File: src/rtl/rand_pkg.sv
// rand_pkg: LFSR constants, step function and direction codes shared by rand_num and maze_carver.
package rand_pkg;
  localparam int LFSR_W = 32;
  localparam int TAP_A = 31;
  localparam int TAP_B = 21;
  localparam int TAP_C = 1;
  localparam int TAP_D = 0;
  typedef logic [LFSR_W-1:0] lfsr_t;
  localparam lfsr_t DEFAULT_SEED = 32'hACE1_2024;
  localparam logic [1:0] DIR_RIGHT = 2'b00;
  localparam logic [1:0] DIR_LEFT  = 2'b01;
  localparam logic [1:0] DIR_DOWN  = 2'b10;
  localparam logic [1:0] DIR_UP    = 2'b11;
  // x^32+x^22+x^2+x+1, Fibonacci form: feedback enters at bit 0
  function automatic lfsr_t lfsr_step(input lfsr_t s);
    return {s[LFSR_W-2:0], s[TAP_A] ^ s[TAP_B] ^ s[TAP_C] ^ s[TAP_D]};
  endfunction
  // an all-zero seed would lock the LFSR forever
  function automatic lfsr_t eff_seed(input lfsr_t seed);
    return (seed == '0) ? lfsr_t'(1) : seed;
  endfunction
endpackage

File: src/rtl/rand_num_step.sv
// rand_num_step: one combinational LFSR step.
module rand_num_step
  import rand_pkg::*;
(
  input  lfsr_t cur,
  output lfsr_t nxt
);
  assign nxt = lfsr_step(cur);
endmodule

File: src/rtl/rand_num.sv
// rand_num: free-running 2-bit direction source, 32-bit LFSR advanced two steps per clock.
// The output is named rand_code because rand is a reserved word.
module rand_num
  import rand_pkg::*;
#(
  parameter lfsr_t SEED = DEFAULT_SEED
) (
  input  logic       clk,
  input  logic       reset,
  output logic [1:0] rand_code
);
  localparam lfsr_t SEED_EFF = eff_seed(SEED);
  if (SEED == '0) begin : g_zero_seed
    $warning("rand_num: SEED of zero replaced by 1");
  end
  lfsr_t s;
  lfsr_t s1;
  lfsr_t s2;
  rand_num_step u_step_a (.cur(s),  .nxt(s1));
  rand_num_step u_step_b (.cur(s1), .nxt(s2));
  // zero state is unreachable normally; reload the seed to escape lockup
  always_ff @(posedge clk or negedge reset)
    if (!reset) begin
      s         <= SEED_EFF;
      rand_code <= DIR_RIGHT;
    end else if (s == '0) begin
      s         <= SEED_EFF;
      rand_code <= DIR_RIGHT;
    end else begin
      s         <= s2;
      rand_code <= s2[1:0];
    end
endmodule

File: config.mk
export PLATFORM = sky130hd
export DESIGN_NAME = rand_num
export DESIGN_NICKNAME = d
export VERILOG_FILES = /design/src/rtl/rand_pkg.sv /design/src/rtl/rand_num_step.sv /design/src/rtl/rand_num.sv
export SDC_FILE = /design/constraint.sdc
export NUM_CORES = 1
export LEC_CHECK = 0
export BUFFER_PORTS_ARGS = -buffer_cell sky130_fd_sc_hd__buf_2
export CORE_ASPECT_RATIO = 1.4
export CORE_MARGIN = 5
export CORE_UTILIZATION = 50
export DETAILED_ROUTE_END_ITERATION = 8
export PLACE_DENSITY = 0.74
export SLEW_MARGIN = 25
export SYNTH_ARGS = -nofsm -noshare
export SYNTH_HDL_FRONTEND = slang
export SYNTH_SLANG_ARGS = --single-unit
export TNS_END_PERCENT = 100
File: constraint.sdc
create_clock -name clk -period 1.74 [get_ports clk]
set_input_delay 0.174 -clock clk [delete_from_list [all_inputs] [get_ports clk]]
set_output_delay 0.174 -clock clk [all_outputs]
set_load 0.03 [all_outputs]
* Word-level counts from Yosys, hierarchy flattened
Cells that the tools add are included. Widths: inputs -> output; s select.
Cells by class: bitwise logic cells 6, muxes and demuxes 2, reductions and logical operators 1
Operators by type and width (count):
- $logic_not 32->1 | 1
- $mux 32 | 1
- $xor 1x1->1 | 6
- $mux 2 | 1
Storage, ports and cells: flip-flop bits (word level) 34, word-level logic and storage cells 11

* Depth between registers and ports, before layout
word-level depth 5, depth in mapped cells 4, mapped depth without buffers 3

* Modules after synthesis
Synthesis repeated with hierarchy kept, for this count alone.
Second synthesis, totals: cell total of the unflattened synthesis 152, area total of the unflattened synthesis 1778.0 um2
By module, submodules not included:
- rand_num | area each 1260.0 um2, seq. area each 814.5 um2, cells an instance 84, instances 1
- rand_num_step | area each 259.0 um2, seq. area each 0.0 um2, cells an instance 34, instances 2

* Worst setup path before layout
OpenSTA, ideal clock, no wires.
kind reg2reg, start point register s[21], end point register s[0], setup slack 0.520 ns, stages on the path, launching flop included 3, data arrival time 1.086 ns, library setup time 0.134 ns, clock period less this slack 1.220 ns, cell sequence dfstp_2 xor2_1 xnor3_1
Between the ends: word-level cells in the longest chain between the ends 5, elaborated cells on any way between the ends 6, those cells by class 1 x mux; 4 x bitwise; 1 x reduce/logical
RTL lines:
- start: declaration | RTL line rand_num.sv:16 | lfsr_t s;
- start signal: assignment | RTL line rand_num.sv:24 | s <= SEED_EFF;
- start signal: assignment | RTL line rand_num.sv:27 | s <= SEED_EFF;
- start signal: assignment | RTL line rand_num.sv:30 | s <= s2;
- $xor 1x1->1 (4 in series) | RTL line rand_pkg.sv:16 | return {s[LFSR_W-2:0], s[TAP_A] ^ s[TAP_B] ^ s[TAP_C] ^ s[TAP_D]};
- $mux 32 * | RTL line rand_num.sv:26 | end else if (s == '0) begin
Every way passes the cells marked *; elsewhere a longest branch is shown, timed or not.

* Worst setup path in the final report
start point register s[31], end point register s[0]
Same word-level chain as after synthesis.

==> run summary <==
library cells used by synthesis = 13
GPL Wtd Cong = 0.726
RSZ-0062 raised after global routing = false
Hold Buf Count CTS = 1
status = complete, no violations
top-area cell type share of the netlist area = 45.1%
Mapped Avg Cell Area = 14.4 um2
Post-CTS Setup Repair Bufs = 0
I/O pin count = 4
startpoint type of the worst setup path = flip-flop
Core ar. = 2200 um2
main area contributors after synthesis = dfrtp_1 (45%), dfstp_2 (25%), o21bai_2 (9.7%), clkbuf_1 (5.8%), nor4_1 (4.3%)
Max Cap Violations = 0
Reg2Reg Setup Slack = 0.39 ns
post_cts resized = 0
Area Overhead vs Synth = 5.16%
largest area contributor in the netlist = dfrtp_1
post-synthesis sequential area ratio = 69.9%
# DRC = 0
Most flops, register = s
P_leak = 0.000504 uW
starting density of the core = 52.9%
actual slew at the worst max-slew pin = 0.657 ns
Hold Crit Class = primary input to async pin
Initial DRT Pass Iterations = 4
CP max FO = 2
Crit Path Category = flip-flop to flip-flop
clk_lat worst skew = 0.33 ns
Via Count = 514
Post-Syn Area = 1160 um2
Period minus WS final = 1.35 ns
syn_nets = 83
layout cells sized above 1 = 47.9%
Post-Place Cells = 86
Cell Count, Final, Fillers Out = 95
Pwr Density = 1130 nW/um2
Nets = 74
GRT Overall Usage = 11.8%
fin. max-slew vios = 0
first-pass GRT wire length = 2690 um
Post-DP HPWL = 1020 um
Final Setup Violations = 0
Worst EP required = 1.96 ns
initial antenna violation count = 0
WL/cell = 16.4 um
Routed Antenna Nets = 0
Root Driver = clkbuf_4
Antenna Cells = 0
Worst-path clk slew = 0.10 ns
largest net degree at the start of global routing = 33
Die H = 67.1 um
routed wire length = 1560 um
Slew HR = 56.2%
clock skew = 0.00942 ns
CP Capture Type = flip-flop
Final Hold Vio Count = 0
IO buf count = 3
CTS Sinks = 32
fillers = 182
arrival time at the worst endpoint = 1.57 ns
RR Endpoint = s[0]$_DFF_PN0_
vias in the first global route = 576
clk buf depth = 2
setup_tns = 0 ns
CTS Buf Count = 5
synth warn = 0
max reg flops = 32
die area = 3410 um2
reg2reg path depth = 2
GRT overflow = 0
CTS tree = yes
vias per std cell = 5.41
Worst R2R Start = s[31]$_DFF_PN1_
fmax = 739 MHz
# rows = 20
post-synthesis cell count = 81
die outline width = 50.8 um
Largest regs = s x32
Tcrit/Tclk final = 77.8%
depth of the CTS H-tree = 2
DR iter-0 viols = 12
VDD IR-drop max = 705 uV
Synth Register Bits = 32
## how the worst max path moves through the flow
stage               depth (start not counted)       startpoint  slack (ns)              to
detailed placement                          2  s[31]$_DFF_PN1_        0.42  s[0]$_DFF_PN0_
floorplan                                   2  s[21]$_DFF_PN1_        0.52  s[0]$_DFF_PN0_
global route                                2  s[21]$_DFF_PN1_        0.34  s[0]$_DFF_PN0_
finish                                      2  s[31]$_DFF_PN1_        0.39  s[0]$_DFF_PN0_
CTS                                         2  s[31]$_DFF_PN1_        0.39  s[0]$_DFF_PN0_
global placement                            2  s[31]$_DFF_PN1_        0.43  s[0]$_DFF_PN0_
## layer usage
| metal | track usage, % | wire, um | share of wire [%] | vias to the layer above |
|---|---|---|---|---|
| met3 | 6.71 | 77 | 4.9 | 6 |
| met4 | 8.63 | 51 | 3.3 | 0 |
| met1 | 13.3 | 694 | 44 | 263 |
| li1 | - | - | - | 237 |
| met2 | 16.3 | 736 | 47 | 8 |
| met5 | 0 | 0 | 0 | - |
## cells by family after synthesis
logic type,count (synthesis),synth area share [%]
flip-flops,32,69.9
buffers and inverters,23,9.45
XOR/XNOR,5,4.94
AO/OA/AOI/OAI,11,10.3
AND/OR/NAND/NOR,10,5.37
## critical path: stages, from the launching register on
cell	delay [ns]
dfstp_2	0.56
xor2_1	0.31
xnor3_1	0.37
## power by group
| group | internal [uW] | total, uW | switching, uW |
|---|---|---|---|
| sequential | 745 | 745 | 0 |
| clock | 381 | 623 | 242 |
| combinational | 2.25 | 15.3 | 13.0 |
| total | 1130 | 1380 | 255 |
## per-stage QoR
| stage | power (uW) | util [%] | hold WS (ns) | instance area (um2) | setup WS [ns] |
|---|---|---|---|---|---|
| floorplan | 758 | - | -0.122 | 1160 | 0.520 |
| global placement | 772 | 50.9 | 0.224 | 1120 | 0.435 |
| detailed placement | 773 | 50.9 | 0.236 | 1120 | 0.418 |
| CTS | 1410 | 55.6 | 0.389 | 1220 | 0.389 |
| global route | 1450 | 55.6 | 0.404 | 1220 | 0.336 |
| finish | 1380 | 55.6 | 0.386 | 1220 | 0.387 |
## layout make-up
class,instances,area (um2),share of cell area (%)
Timing Repair Buffer,7,47.5,3.88
Multi-Input combinational cell,26,240,19.6
Clock buffer,7,65.1,5.31
Clock inverter,1,30.0,2.45
Tap cell,22,27.5,2.25
Sequential cell,32,815,66.5
## synthesized netlist by cell type
cell / instances
buf_6: 2
xor2_1: 1
xnor2_1: 3
clkbuf_1: 18
o21bai_2: 10
nor4_1: 8
buf_4: 2
dfrtp_1: 21
nand4_1: 2
o21bai_1: 1
buf_2: 1
xnor3_1: 1
dfstp_2: 11
## cell usage in the layout (no fill, tap or decap)
cell type,netlist,routed
xnor2_1,3,3
buf_4,2,3
xor2_1,1,1
clkbuf_4,0,5
nand4_1,2,2
dfrtp_1,21,21
bufinv_16,0,1
dlygate4sd3_1,0,1
xnor3_1,1,1
o21bai_1,1,1
nor4_1,8,8
buf_2,1,3
dfstp_2,11,11
o21bai_2,10,10
clkbuf_8,0,2
Note: power is estimated with default switching activity, not from simulation.
